File: src/rtl/uart_alu_ctrl.sv
// Packet sequencer between UART byte streams and a shared multi-cycle ALU.
// Parses a 4-byte header, then echoes the payload, drains a malformed
// packet, or folds 32-bit little-endian operands through the ALU and
// returns the 4-byte result.
//
// state      | meaning
// S_IDLE     | waiting for opcode byte
// S_HDR_RSV  | waiting for reserved byte
// S_HDR_LEN_LO | waiting for LEN[7:0]
// S_HDR_LEN_HI | waiting for LEN[15:8], command validated on accept
// S_DRAIN    | discarding the rest of a malformed packet
// S_ECHO     | payload forwarded RX -> TX combinationally
// S_OPND     | collecting 4 operand bytes, LSB first
// S_ALU_START| one-cycle start pulse to the ALU
// S_ALU_WAIT | operands held until alu_done_i
// S_TX_RES   | sending accumulator bytes, LSB first
module uart_alu_ctrl (
  input  logic        clk_i,
  input  logic        rst_ni,
  input  logic [7:0]  rx_data_i,
  input  logic        rx_valid_i,
  output logic        rx_ready_o,
  output logic [7:0]  tx_data_o,
  output logic        tx_valid_o,
  input  logic        tx_ready_i,
  output logic [1:0]  alu_op_o,
  output logic [31:0] alu_a_o,
  output logic [31:0] alu_b_o,
  output logic        alu_start_o,
  input  logic        alu_done_i,
  input  logic [31:0] alu_result_i,
  output logic        err_o,
  output logic        busy_o
);

  localparam logic [7:0] OpEcho = 8'hEC;
  localparam logic [7:0] OpAdd  = 8'hAD;
  localparam logic [7:0] OpMul  = 8'h8C;
  localparam logic [7:0] OpDiv  = 8'h4D;

  typedef enum logic [3:0] {
    S_IDLE, S_HDR_RSV, S_HDR_LEN_LO, S_HDR_LEN_HI, S_DRAIN,
    S_ECHO, S_OPND, S_ALU_START, S_ALU_WAIT, S_TX_RES
  } state_t;

  state_t      state;
  logic [7:0]  opcode;
  logic [7:0]  len_lo;
  logic [15:0] remaining;
  logic [1:0]  byte_cnt;
  logic [1:0]  tx_cnt;
  logic        first_opnd;
  logic [31:0] opnd;
  logic [31:0] acc;
  logic [7:0]  tx_data_q;
  logic        tx_valid_q;

  logic [15:0] len_full;
  logic [31:0] opnd_full;
  logic        rx_acc;
  logic        tx_acc;
  logic        hdr_bad;
  logic [1:0]  op_sel;

  assign len_full  = {rx_data_i, len_lo};
  assign opnd_full = {rx_data_i, opnd[31:8]};
  assign rx_acc    = rx_valid_i & rx_ready_o;
  assign tx_acc    = tx_valid_o & tx_ready_i;
  assign busy_o    = (state != S_IDLE);

  // ECHO bypasses the TX registers; everywhere else TX is registered
  always_comb begin
    rx_ready_o = 1'b0;
    tx_data_o  = tx_data_q;
    tx_valid_o = tx_valid_q;
    case (state)
      S_IDLE, S_HDR_RSV, S_HDR_LEN_LO, S_HDR_LEN_HI,
      S_DRAIN, S_OPND: rx_ready_o = 1'b1;
      S_ECHO: begin
        rx_ready_o = tx_ready_i;
        tx_data_o  = rx_data_i;
        tx_valid_o = rx_valid_i;
      end
      default: rx_ready_o = 1'b0;
    endcase
  end

  // Header validation (LEN >= 4 is checked separately) and ALU op mapping
  always_comb begin
    hdr_bad = 1'b1;
    op_sel  = 2'd0;
    case (opcode)
      OpEcho: hdr_bad = 1'b0;
      OpAdd: hdr_bad = (len_full < 16'd8) || (len_full[1:0] != 2'd0);
      OpMul: begin
        hdr_bad = (len_full < 16'd8) || (len_full[1:0] != 2'd0);
        op_sel  = 2'd1;
      end
      OpDiv: begin
        hdr_bad = (len_full != 16'd12);
        op_sel  = 2'd2;
      end
      default: hdr_bad = 1'b1;
    endcase
  end

  // Packet sequencer with registered TX, ALU and error outputs
  always_ff @(posedge clk_i or negedge rst_ni) begin
    if (!rst_ni) begin
      state       <= S_IDLE;
      opcode      <= 8'd0;
      len_lo      <= 8'd0;
      remaining   <= 16'd0;
      byte_cnt    <= 2'd0;
      tx_cnt      <= 2'd0;
      first_opnd  <= 1'b0;
      opnd        <= 32'd0;
      acc         <= 32'd0;
      tx_data_q   <= 8'd0;
      tx_valid_q  <= 1'b0;
      alu_op_o    <= 2'd0;
      alu_a_o     <= 32'd0;
      alu_b_o     <= 32'd0;
      alu_start_o <= 1'b0;
      err_o       <= 1'b0;
    end else begin
      err_o       <= 1'b0;
      alu_start_o <= 1'b0;
      case (state)
        S_IDLE: if (rx_acc) begin
          opcode <= rx_data_i;
          state  <= S_HDR_RSV;
        end
        S_HDR_RSV: if (rx_acc) state <= S_HDR_LEN_LO;
        S_HDR_LEN_LO: if (rx_acc) begin
          len_lo <= rx_data_i;
          state  <= S_HDR_LEN_HI;
        end
        S_HDR_LEN_HI: if (rx_acc) begin
          byte_cnt   <= 2'd0;
          first_opnd <= 1'b1;
          remaining  <= len_full - 16'd4;
          if (len_full < 16'd4) begin
            err_o     <= 1'b1;
            remaining <= 16'd0;
            state     <= S_IDLE;
          end else if (hdr_bad) begin
            err_o <= 1'b1;
            state <= (len_full == 16'd4) ? S_IDLE : S_DRAIN;
          end else if (opcode == OpEcho) begin
            state <= (len_full == 16'd4) ? S_IDLE : S_ECHO;
          end else begin
            state <= S_OPND;
          end
        end
        S_DRAIN, S_ECHO: if (rx_acc) begin
          remaining <= remaining - 16'd1;
          if (remaining == 16'd1) state <= S_IDLE;
        end
        S_OPND: if (rx_acc) begin
          remaining <= remaining - 16'd1;
          byte_cnt  <= byte_cnt + 2'd1;
          opnd      <= opnd_full;
          if (byte_cnt == 2'd3) begin
            if (first_opnd) begin
              first_opnd <= 1'b0;
              acc        <= opnd_full;
              if (remaining == 16'd1) begin
                tx_cnt     <= 2'd0;
                tx_data_q  <= opnd_full[7:0];
                tx_valid_q <= 1'b1;
                state      <= S_TX_RES;
              end
            end else begin
              alu_a_o     <= acc;
              alu_b_o     <= opnd_full;
              alu_op_o    <= op_sel;
              alu_start_o <= 1'b1;
              state       <= S_ALU_START;
            end
          end
        end
        S_ALU_START: state <= S_ALU_WAIT;
        S_ALU_WAIT: if (alu_done_i) begin
          acc <= alu_result_i;
          if (remaining == 16'd0) begin
            tx_cnt     <= 2'd0;
            tx_data_q  <= alu_result_i[7:0];
            tx_valid_q <= 1'b1;
            state      <= S_TX_RES;
          end else begin
            state <= S_OPND;
          end
        end
        S_TX_RES: if (tx_acc) begin
          if (tx_cnt == 2'd3) begin
            tx_valid_q <= 1'b0;
            state      <= S_IDLE;
          end else begin
            tx_cnt <= tx_cnt + 2'd1;
            case (tx_cnt)
              2'd0:    tx_data_q <= acc[15:8];
              2'd1:    tx_data_q <= acc[23:16];
              default: tx_data_q <= acc[31:24];
            endcase
          end
        end
        default: state <= S_IDLE;
      endcase
    end
  end

endmodule

File: config.mk
export PLATFORM = sky130hd
export DESIGN_NAME = uart_alu_ctrl
export DESIGN_NICKNAME = d
export VERILOG_FILES = /design/src/rtl/uart_alu_ctrl.sv
export SDC_FILE = /design/constraint.sdc
export NUM_CORES = 1
export LEC_CHECK = 0
export CORE_MARGIN = 2
export CORE_UTILIZATION = 55
export CTS_CLUSTER_DIAMETER = 150
export DETAILED_ROUTE_END_ITERATION = 8
export GPL_ROUTABILITY_DRIVEN = 0
export PLACE_DENSITY = 0.81
export REMOVE_ABC_BUFFERS = 1
export SLEW_MARGIN = 40
export SYNTH_ARGS = -nofsm -noshare
export SYNTH_HDL_FRONTEND = slang
export SYNTH_SLANG_ARGS = --single-unit
File: constraint.sdc
create_clock -name clk_i -period 4.6 [get_ports clk_i]
set_input_delay 0.69 -clock clk_i [delete_from_list [all_inputs] [get_ports clk_i]]
set_output_delay 0.69 -clock clk_i [all_outputs]
set_load 0.02 [all_outputs]
==> results by group <==
Status
  – Run status: finished, final reports clean

Route
  – DR iter-0 viols: approximately 730
  – DR pass1 iterations: 5
  – WL final: between 20 and 25 mm
  – Post-DR vias/cell: around 6.1
  – Vias: 6879
  – Wire per inst: a little under 20 um
  – Final ANT Viol Nets: 0
  – DR DRC count: 0

Floorplanning
  – Core area: roughly 15000 um2
  – Initial core utilization: between 50% and 60%
  – Die W: 128 um
  – # IOs: between 100 and 150
  – Die height: between 100 and 150 um
  – Die ar.: roughly 16000 um2
  – # rows: 45

Cells and area
  – Final non-filler cell total: approximately 1.1k
  – Diode count: 0
  – Final design utilization: a little under 70%
  – Fin nets: slightly below 1k
  – Synth-to-layout area growth: 22.9%
  – Fraction of layout cells with a size suffix above 1: around 14%
  – Design Area, Final: 10400 um2
  – Reg area: 4350 um2
  – Number of fillers in the final layout: around 1.1k
  – Area of the multi-input gates: approximately 3800 um2

Clock network
  – H-tree levels: 4
  – Resize count post-CTS: 0
  – Clock Latency Late Sink: about 0.44 ns
  – Hold-fix buffers, CTS: 0
  – Post-CTS setup buffers: 0
  – Clk slew on worst S/H paths: 0.06 ns
  – Total clock sinks: 174
  – CTS root buffer: clkbuf_16
  – CTS tree: yes
  – Num CTS Buffers: 17
  – Clk buf depth: 2

STA
  – FMAX: between 200 and 300 MHz
  – Hold_ws: 0.314 ns
  – Fin crit share: about four fifths
  – Worst-Margin Slew: 0.862 ns
  – Slew Limit Fails: 0
  – Final setup TNS: 0 ns
  – Fin crit period: approximately 3.8 ns
  – Slew HR: approximately 42%
  – Clock Skew: around 0.0099 ns
  – Final hold viol count: 0
  – Endpoints failing setup: 0
  – Unrepaired setup endpoints after global routing: false

Global route
  – Initial antenna violation count: 0
  – Global Route Usage Sum: roughly 28%
  – Largest net degree at the start of global routing: 96
  – First-pass GRT wire length: between 30 and 40 mm
  – Met2 usage: between 40% and 50%
  – Vias in the first global route: between 6k and 7k
  – M3 GR Usage: under 10%
  – Met1 usage: 39.9%
  – Busiest layer in global routing: met2
  – Congestion Overflow GR: 0

Critical path
  – Worst EP required: a little under 4 ns
  – Worst path arrival time: between 3 and 4 ns
  – Crit. End Element: output pin
  – Setup CP Type: reg -> out
  – Critical-path maximum fanout: 21
  – CP startpoint kind: flip-flop

Placement
  – Hpwl dp: about 14 mm
  – Placed Area: 9790 um2
  – Placed Cells: 1093
  – Port buffer count: 123

Yosys
  – Syn avg cell area: slightly above 10 um2
  – Ys Warns: 0
  – Mapped Area: roughly 8500 um2
  – Netlist cell types: between 60 and 70
  – EDFF count, synth: 0
  – FF+latch count, synth: approximately 170
  – Syn Inst Count: slightly above 800
  – Seq/Total Area, Yosys: between 50% and 60%
  – Ys flop type: dfrtp_1
  – FFs w/ async S/R, synth: 100%

Run
  – # Max-Cap Violations: 0

Min path
  – Hold Crit Class: in -> async

Pwr
  – Pwr Density: about 570 nW/um2
  – VDD IR max: between 0.3 and 0.4 mV
  – P_leak: between 4 and 5 nW
## cells in the final DEF, fill, tap and decap left out, types with 4 or more instances in the layout
cell | Yosys | routed
ha_1 | 9 | 9
a21oi_1 | 24 | 24
nor3_1 | 15 | 15
o32ai_1 | 4 | 4
nand3_1 | 5 | 5
or3_1 | 4 | 4
mux2_2 | 71 | 71
inv_1 | 14 | 14
a22o_1 | 17 | 17
dfrtp_1 | 174 | 174
clkbuf_16 | 0 | 17
o211ai_1 | 10 | 10
nand4_1 | 5 | 5
nor2_1 | 55 | 54
a22oi_1 | 4 | 4
xor2_1 | 6 | 6
xnor2_1 | 8 | 8
mux2_1 | 26 | 26
nand2_1 | 177 | 177
o22ai_1 | 5 | 5
clkdlybuf4s50_1 | 0 | 122
buf_4 | 3 | 8
nor4_1 | 5 | 4
a31oi_1 | 36 | 36
nor2b_1 | 5 | 5
o21ai_0 | 30 | 30
and2_1 | 5 | 5
## report_power, final
part	switching, W	internal, W	leakage (nW)	total, W
registers	0.000506	0.00196	2.26	0.00247
clock network	0.000619	0.000835	0.286	0.00145
logic	0.00113	0.000833	2.13	0.00196
total	0.00225	0.00363	4.68	0.00588
## path summary, 6_finish.rpt
check | end | slack, ns | start | cells after the start
setup / recovery | tx_valid_o | 0.84 | state[0]$_DFFE_PN0P_ | 5
hold / removal | alu_start_o$_DFF_PN0_ | 0.31 | rst_ni | 1
max in group asynchronous | state[1]$_DFFE_PN0P_ | 3.20 | rst_ni | 2
setup reg to reg | state[1]$_DFFE_PN0P_ | 1.39 | state[0]$_DFFE_PN0P_ | 6
hold reg to reg | tx_data_q[4]$_DFFE_PN0P_ | 0.49 | tx_data_q[4]$_DFFE_PN0P_ | 1
min in group clk_i | tx_data_q[4]$_DFFE_PN0P_ | 0.49 | tx_data_q[4]$_DFFE_PN0P_ | 1
## sequential cells by signal (all words and copies together) (netlist names)
register     cells
acc             32
alu_a_o         32
alu_b_o         32
alu_op_o         2
alu_start_o      1
byte_cnt         2
err_o            1
first_opnd       1
len_lo           8
opcode           8
opnd            24
remaining       16
state            4
tx_cnt           2
tx_data_q        8
tx_valid_q       1
## final cells by class
class	count	area share (%)
Timing Repair Buffer	134	13.0
Tap cell	188	2.26
Clock buffer	21	4.43
Multi-Input combinational cell	582	36.7
Inverter	15	0.542
Clock inverter	11	1.23
Sequential cell	174	41.9
## kinds of logic (layout without fill, tap and decap cells)
| group | count (synthesis) | in the layout | share of synthesized area [%] |
|---|---|---|---|
| AOI/OAI and AO/OA | 155 | 155 | 12.4 |
| xor gates and xnor gates | 14 | 14 | 1.45 |
| adders and majority gates | 9 | 9 | 1.33 |
| buffers and inverters | 68 | 181 | 3.70 |
| DFF | 174 | 174 | 51.5 |
| muxes | 97 | 97 | 12.9 |
| and+or+nand+nor | 307 | 307 | 16.7 |
## Yosys cell counts (all sizes together), types with 7 or more instances
library cell	n	area, um2
nor4	7	56.3
a22o	17	149
o211ai	10	75.1
inv	15	56.3
buf	25	151
a21oi	26	138
xnor2	8	70.1
clkbuf	28	105
dfrtp	174	4350
o21ai	33	169
nor2	57	224
mux2	97	1090
nor3	16	85.1
a31oi	37	238
nand2	177	664
ha	9	113
## metrics by stage
stage / setup WS (ns) / power, W
2_1_floorplan: 1.26 / 0.00368
3_3_place_gp: 1.29 / 0.00430
3_5_place_dp: 1.32 / 0.00437
4_1_cts: 0.829 / 0.00584
5_1_grt: 0.637 / 0.00621
6_report: 0.844 / 0.00588
## layer usage
layer | part of all wire [%] | vias to the layer above
met2 | 47 | 327
met4 | 2.0 | 0
met5 | 0 | -
li1 | - | 3118
met3 | 7.8 | 46
met1 | 44 | 3388
## worst max-delay path: stages, from the launching register on
cell and delay [ns]:
dfrtp_1 0.73, nor4bb_2 0.73, buf_4 0.27, nand2_1 0.06, o21ai_0 0.12, clkdlybuf4s50_1 0.72
Power figures use the tool's default switching activity.
